==> config.mk <==
export PLATFORM = sky130hd
export DESIGN_NAME = if_fetch_unit
export DESIGN_NICKNAME = d
export VERILOG_FILES = /design/src/rtl/cpu_pkg.sv /design/src/rtl/fetch_pc_reg.sv /design/src/rtl/if_fetch_unit.sv
export SDC_FILE = /design/constraint.sdc
export NUM_CORES = 1
export LEC_CHECK = 0
export BUFFER_PORTS_ARGS = -buffer_cell sky130_fd_sc_hd__buf_2
export CAP_MARGIN = 10
export CORE_UTILIZATION = 42
export DETAILED_ROUTE_END_ITERATION = 10
export PLACE_DENSITY = 0.71
export SYNTH_ARGS = -nofsm -noshare
export SYNTH_HDL_FRONTEND = slang
export SYNTH_SLANG_ARGS = --single-unit
==> constraint.sdc <==
create_clock -name clk -period 4.8 [get_ports clk]
set_clock_uncertainty 0.15 [all_clocks]
set_input_delay 1.2 -clock clk [delete_from_list [all_inputs] [get_ports clk]]
set_output_delay 1.2 -clock clk [all_outputs]
set_load 0.005 [all_outputs]
==> src/rtl/cpu_pkg.sv <==
// rtl/cpu_pkg.sv - shared constants and types for the 16-bit pipelined CPU
package cpu_pkg;

  localparam int          WORD_W    = 16;
  localparam logic [15:0] PC_STEP   = 16'h0002;
  localparam logic [15:0] RESET_PC  = 16'h0000;
  localparam logic [15:0] NOP_INSTR = 16'h0000;
  localparam logic [3:0]  HALT_OPC  = 4'hF;

  // Fetch sequencer states
  typedef enum logic [1:0] {
    IDLE  = 2'd0,
    FETCH = 2'd1,
    DRAIN = 2'd2,
    HALT  = 2'd3
  } fetch_state_t;

  // PC register update select
  typedef enum logic [1:0] {
    PC_HOLD = 2'd0,
    PC_LOAD = 2'd1,
    PC_INC  = 2'd2
  } pc_op_t;

endpackage

==> src/rtl/fetch_pc_reg.sv <==
// rtl/fetch_pc_reg.sv - program counter plus pending-redirect target register
module fetch_pc_reg
  import cpu_pkg::*;
#(
  parameter int                WORD_W   = cpu_pkg::WORD_W,
  parameter logic [WORD_W-1:0] PC_STEP  = cpu_pkg::PC_STEP,
  parameter logic [WORD_W-1:0] RESET_PC = cpu_pkg::RESET_PC
) (
  input  logic              clk,
  input  logic              rst,
  input  pc_op_t            pc_op_i,
  input  logic [WORD_W-1:0] load_pc_i,
  input  logic              pend_we_i,
  input  logic [WORD_W-1:0] pend_pc_i,
  output logic [WORD_W-1:0] pc_o,
  output logic [WORD_W-1:0] pend_pc_o,
  output logic [WORD_W-1:0] inc_pc_o
);

  logic [WORD_W-1:0] pc_q;
  logic [WORD_W-1:0] pc_d;
  logic [WORD_W-1:0] pend_q;
  logic [WORD_W-1:0] pend_d;

  // Incremented PC wraps naturally at the top of the address space
  assign inc_pc_o = pc_q + PC_STEP;

  // Next-state select for PC and pending target
  always_comb begin
    pc_d   = pc_q;
    pend_d = pend_q;
    case (pc_op_i)
      PC_LOAD: pc_d = load_pc_i;
      PC_INC:  pc_d = inc_pc_o;
      default: pc_d = pc_q;
    endcase
    if (pend_we_i) begin
      pend_d = pend_pc_i;
    end
  end

  // State registers with synchronous reset
  always_ff @(posedge clk) begin
    if (rst) begin
      pc_q   <= RESET_PC;
      pend_q <= '0;
    end else begin
      pc_q   <= pc_d;
      pend_q <= pend_d;
    end
  end

  assign pc_o      = pc_q;
  assign pend_pc_o = pend_q;

endmodule

==> src/rtl/if_fetch_unit.sv <==
// rtl/if_fetch_unit.sv - instruction fetch stage driving IF/ID and a ready-handshaked imem port
module if_fetch_unit
  import cpu_pkg::*;
#(
  parameter int                WORD_W   = cpu_pkg::WORD_W,
  parameter logic [WORD_W-1:0] PC_STEP  = cpu_pkg::PC_STEP,
  parameter logic [WORD_W-1:0] RESET_PC = cpu_pkg::RESET_PC,
  parameter logic [3:0]        HALT_OPC = cpu_pkg::HALT_OPC
) (
  input  logic              clk,
  input  logic              rst,
  input  logic              stall,
  input  logic              redirect,
  input  logic [WORD_W-1:0] redirect_pc,
  output logic              imem_req,
  output logic [WORD_W-1:0] imem_addr,
  input  logic [WORD_W-1:0] imem_rdata,
  input  logic              imem_rdy,
  output logic [WORD_W-1:0] inc_PC_out,
  output logic [WORD_W-1:0] instr_out,
  output logic              instr_vld,
  output logic              halted
);

  fetch_state_t      state_q;
  fetch_state_t      state_d;
  pc_op_t            pc_op;
  logic [WORD_W-1:0] load_pc;
  logic              pend_we;
  logic [WORD_W-1:0] pc;
  logic [WORD_W-1:0] pend_pc;
  logic              accept;

  fetch_pc_reg #(
    .WORD_W   (WORD_W),
    .PC_STEP  (PC_STEP),
    .RESET_PC (RESET_PC)
  ) u_pc_reg (
    .clk       (clk),
    .rst       (rst),
    .pc_op_i   (pc_op),
    .load_pc_i (load_pc),
    .pend_we_i (pend_we),
    .pend_pc_i (redirect_pc),
    .pc_o      (pc),
    .pend_pc_o (pend_pc),
    .inc_pc_o  (inc_PC_out)
  );

  // A fetch is consumed by IF/ID only when nothing upstream wants it dropped
  assign accept = (state_q == FETCH) && imem_rdy && !stall && !redirect;

  // Request stays up in DRAIN so the in-flight access can complete and be discarded
  assign imem_req  = (state_q == FETCH) || (state_q == DRAIN);
  assign imem_addr = pc;
  assign instr_vld = accept;
  assign instr_out = accept ? imem_rdata : WORD_W'(NOP_INSTR);
  assign halted    = (state_q == HALT);

  // Fetch sequencer: next state and PC update select
  always_comb begin
    state_d = state_q;
    pc_op   = PC_HOLD;
    load_pc = redirect_pc;
    pend_we = 1'b0;
    case (state_q)
      IDLE: begin
        state_d = FETCH;
        if (redirect) begin
          pc_op = PC_LOAD;
        end
      end
      FETCH: begin
        if (redirect && imem_rdy) begin
          pc_op = PC_LOAD;
        end else if (redirect) begin
          // Address must stay put until the memory finishes; remember target
          pend_we = 1'b1;
          state_d = DRAIN;
        end else if (stall) begin
          pc_op = PC_HOLD;
        end else if (imem_rdy) begin
          if (imem_rdata[WORD_W-1 -: 4] == HALT_OPC) begin
            state_d = HALT;
          end else begin
            pc_op = PC_INC;
          end
        end
      end
      DRAIN: begin
        if (imem_rdy) begin
          pc_op   = PC_LOAD;
          load_pc = redirect ? redirect_pc : pend_pc;
          state_d = FETCH;
        end else if (redirect) begin
          pend_we = 1'b1;
        end
      end
      HALT: begin
        if (redirect) begin
          pc_op   = PC_LOAD;
          state_d = FETCH;
        end
      end
      default: state_d = IDLE;
    endcase
  end

  // State register with synchronous reset
  always_ff @(posedge clk) begin
    if (rst) begin
      state_q <= IDLE;
    end else begin
      state_q <= state_d;
    end
  end

endmodule

-- After elaboration in Yosys (flattened, before gate mapping)
Index checks and enable logic that the tools add are counted.
- flip-flop bits (word level): 34
- latch bits: 0
- memory bits (writable): 0
- ROM bits: 0
- input bits: 37
- word-level logic and storage cells: 52
- memories kept: 0
- add/subtract/negate cells: 1
- multiply operators: 0
- divide/modulo/power cells: 0
- $lt $le $gt $ge: 0
- equal/unequal tests: 12
- shift-type cells: 0
- muxes and demuxes: 25
- bitwise logic cells: 0
- reductions and logical operators: 11
- operators with widths (kind ; number):
    $mux W16 ; 4
    $pmux W16 S2 ; 1
    $mux W2 ; 12
    $add A16 B2 Y16 const B ; 1
    $pmux W2 S4 ; 1
    $eq A2 B2 Y1 const B ; 3
    $ne A2 B2 Y1 const B ; 3
    $ne A3 B3 Y1 const B ; 2
    $pmux W2 S3 ; 1
    $reduce_and A6 Y1 ; 1
    $mux W1 ; 5
    $eq A2 B1 Y1 const B ; 2
    $eq A4 B4 Y1 const B ; 1
    $logic_and A1 B1 Y1 ; 4
    $ne A3 B2 Y1 const B ; 1
    $logic_not A1 Y1 ; 2
    $logic_not A2 Y1 ; 1
    $pmux W1 S2 ; 1
    $reduce_bool A2 Y1 ; 1
    $reduce_or A2 Y1 ; 1
    $logic_or A1 B1 Y1 ; 1

-- Logic depth before layout (Yosys ltp)
- depth in word-level cells: 9
- mapped depth: 11
- gate-level depth less buffers: 10

-- Cells and area by module
A second synthesis with hierarchy kept.
- cells, all modules: 283
- area, all modules: 2432.3 um^2
- by module, submodules not included (module ; instances ; cells each ; area an instance (um^2) ; sequential area each (um^2)):
    fetch_pc_reg ; 1 ; 208 ; 1756.7 ; 640.6
    if_fetch_unit ; 1 ; 75 ; 675.6 ; 40.0

-- Worst setup path before layout
No wires, ideal clock.
- kind: input -> output
- start point: in redirect
- end point: out instr_out[10]
- arrival time: 2.050 ns
- path slack: 1.400 ns
- cell stages on the path: 4
- buffers on the path: 1
- cells stage by stage: nand2b_1 > nor3b_2 > clkbuf_1 > and2_1
- longest elaborated chain between the ends: 3
- ends and longest elaborated chain (item ; RTL line ; RTL):
    start: declaration ; if_fetch_unit.sv:13 ; input logic redirect,
    $logic_not A1 Y1 ; if_fetch_unit.sv:51 ; assign accept = (state_q == FETCH) && imem_rdy && !stall && !redirect;
    $logic_and A1 B1 Y1 ; if_fetch_unit.sv:51 ;
    named net instr_vld ; if_fetch_unit.sv:21 ; output logic instr_vld,
    $mux W16 ; if_fetch_unit.sv:57 ; assign instr_out = accept ? imem_rdata : WORD_W'(NOP_INSTR);
    end: declaration ; if_fetch_unit.sv:20 ; output logic [WORD_W-1:0] instr_out,
The timed path passes the listed nets, and every way through them passes these cells.

-- Worst setup path in the final report
- start point: in redirect
- end point: out instr_out[4]
- longest elaborated chain between the ends: 3
- ends and longest elaborated chain (item ; RTL line):
    $logic_not A1 Y1 ; if_fetch_unit.sv:51
    $logic_and A1 B1 Y1 ; if_fetch_unit.sv:51
    $mux W16 ; if_fetch_unit.sv:57
Every way passes these cells.

==> qor.txt <==
Worst setup SP type - primary input
sequential area share after synthesis - 0.3116
actual slew at the worst max-slew pin - 0.9625 ns
Psw - 0.2643 mW
Via Count - 2173
unrepaired setup endpoints after global routing - false
first-pass iteration count of the detailed router - 4
cell area after synthesis - 2185 µm²
cell area after layout - 2729 µm²
Cell variety after synth - 48
first-pass GRT wire length - 8493 µm
fin crit share - 0.7816
hold slack - 0.3401 ns
Clk pwr share - 0.253
final hold violations - 0
r2r worst-path depth - 10
pin count of the biggest net entering global routing - 35
Syn. warnings - 0
CP required - 3.45 ns
buffer levels on the longest clock path - 2
Syn Nets - 304
setup_tns - 0 ns
CTS buffer count - 5
post-synthesis cell count - 260
CTS tree - done
die area - 5494 µm²
hold path depth - 2
clock period minus final worst setup slack - 3.751 ns
P_int - 0.5225 mW
clock latency on the worst-skew pair - 0.28 ns
Switching Share - 0.3359
Leak - 1.289 nW
Congestion Overflow GR - 0
total wire length - 5408 µm
Post-synth EDFFs - 0
H-tree depth - 2
pins over their slew limit - 0
critical-path maximum fanout - 17
# hold bufs at CTS - 0
die extent in x - 74.12 µm
All-Layer GR Usage - 0.2029
Vias/cell - 5.313
Mapped Avg Cell Area - 8.402 µm²
Reg power frac - 0.445
vias in the first global route - 1903
drt initial violations - 120
CTS resizes - 0
port buffer count - 87
clock edge transition at the registers on the reported setup and hold paths - 0.07 ns
GPL Wtd Cong - 0.8064
nets@finish - 386
initial core utilization - 0.4506
layout cells sized above 1 - 0.3304
Post-CTS Setup Bufs - 0
Pwr Density - 288.3 nW/µm²
status - complete, no violations
drt drc - 0
critical path class - in2out
top_reg_cell synth - dfxtp_1
Core Box Area - 4848 µm²
Clock Sinks - 34
Worst Path Arrival - 2.40 ns
critical path endpoint category - output port
Yosys reg bits - 34
die height - 74.12 µm
Achievable Freq - 266.6 MHz
placed wire-length estimate - 3992 µm
antenna cell count - 0
placed cell areas - 2650 µm²
worst relative slew slack - 0.3562
Hold Crit Class - reg2reg
combinational share of power - 0.302
worst vdd ir - 0.1743 mV
# rows - 25
antenna violations before repair - 0
count of final setup violators - 0
Antenna Nets Post-Route - 0
synth-to-layout area growth - 24.91%
I/O pin cnt - 88
Clock Tree Root - clkbuf_8
Post-synth ARST share - 0
total power - 0.7868 mW
Avg WL per Cell - 13.22 µm
max-cap violations - 0
-- kinds of logic after synthesis --
kind of cell | count (synthesis) | synth area share
and+or+nand+nor | 94 | 0.2343
buffers and inverters | 32 | 0.06071
xor gates and xnor gates | 9 | 0.03608
muxes | 33 | 0.1564
DFF | 34 | 0.3116
AOI/OAI and AO/OA | 51 | 0.1609
adders and majority gates | 7 | 0.04009
-- placed cells by master, fill, tap and decap left out, drive strengths merged, types with 2 or more instances in the layout --
master   n
and3     4
a31oi    3
nand3   10
nor2    24
nand2b   3
o311ai   2
mux2i   24
a21oi    9
nor3     2
o22a     3
buf     88
and2    17
nor3b    2
nand2   20
or3      3
dfxtp   34
o32ai    6
inv     18
a22oi    3
clkbuf   5
ha       7
a32o     2
o22ai    5
xnor2    8
nand4    4
mux2     9
clkinv   3
o21ai   10
a311oi   3
-- power groups by stage --
stage	Clock (mW)	Combinational (mW)	Sequential [mW]
after detailed placement	0	0.238	0.356
after global routing	0.214	0.268	0.356
final	0.199	0.237	0.350
after CTS	0.204	0.239	0.350
after floorplan	0	0.150	0.350
after global placement	0	0.235	0.355
-- layout make-up --
class	count	area, µm²
clock inverters	2	10.01
fillers	457	2120
clock buffers	5	68.82
repair buffers	88	442.9
flip-flops and latches	34	680.7
multi-input cells	194	1371
inverters	19	71.32
well taps	67	83.83
-- flip-flops by register name, indices dropped and copies added (netlist names) --
signal              cells
u_pc_reg.pend_pc_o     16
state_q                 2
u_pc_reg.pc_o          16
-- cells in the mapped netlist (all sizes together) (4+ instances only) --
| library cell | count | area [µm²] |
|---|---|---|
| buf | 6 | 35.03 |
| and2 | 17 | 106.4 |
| xnor2 | 8 | 70.07 |
| o22ai | 5 | 31.28 |
| a21oi | 9 | 45.04 |
| o32ai | 6 | 52.55 |
| nor2 | 24 | 90.09 |
| dfxtp | 34 | 680.7 |
| inv | 18 | 67.56 |
| ha | 7 | 87.58 |
| clkbuf | 7 | 26.28 |
| nand4 | 4 | 31.28 |
| nand3 | 10 | 50.05 |
| o21ai | 10 | 50.05 |
| and3 | 4 | 26.28 |
| mux2 | 9 | 101.4 |
| mux2i | 24 | 240.2 |
| nand2 | 20 | 77.58 |
-- final timing paths --
| kind | from | end | slack [ns] |
|---|---|---|---|
| worst max-delay path | redirect | instr_out[4] | 1.05 |
| worst max register to register | state_q[0]$_SDFFE_PP0P_ | u_pc_reg.pc_o[7]$_SDFFE_PP0P_ | 1.91 |
| worst min register to register | u_pc_reg.pend_pc_o[5]$_SDFFE_PP0P_ | u_pc_reg.pend_pc_o[5]$_SDFFE_PP0P_ | 0.34 |
| worst min-delay path | u_pc_reg.pend_pc_o[5]$_SDFFE_PP0P_ | u_pc_reg.pend_pc_o[5]$_SDFFE_PP0P_ | 0.34 |
-- metal layers --
metal / share of wire / wire [µm] / GRT usage
met5: 0 / 0 / 0
met4: 0.012 / 65 / 0.06410
met3: 0.066 / 357 / 0.04878
met2: 0.48 / 2610 / 0.3717
met1: 0.44 / 2375 / 0.2306
-- critical path: stages --
cell and delay (ns):
buf_2 0.13, nand2b_1 0.19, nor3b_2 0.55, and2_1 0.22, buf_2 0.11
-- metrics by stage --
step                        util  worst slack (ns)  cells
after detailed placement  0.5466             1.033    402
after CTS                 0.5628             1.033    409
after global placement    0.5466             1.123    402
after global routing      0.5628            0.8856    409
final                     0.5628             1.049    409
after floorplan                -             1.400    260
(Power assumes the default switching activity.)
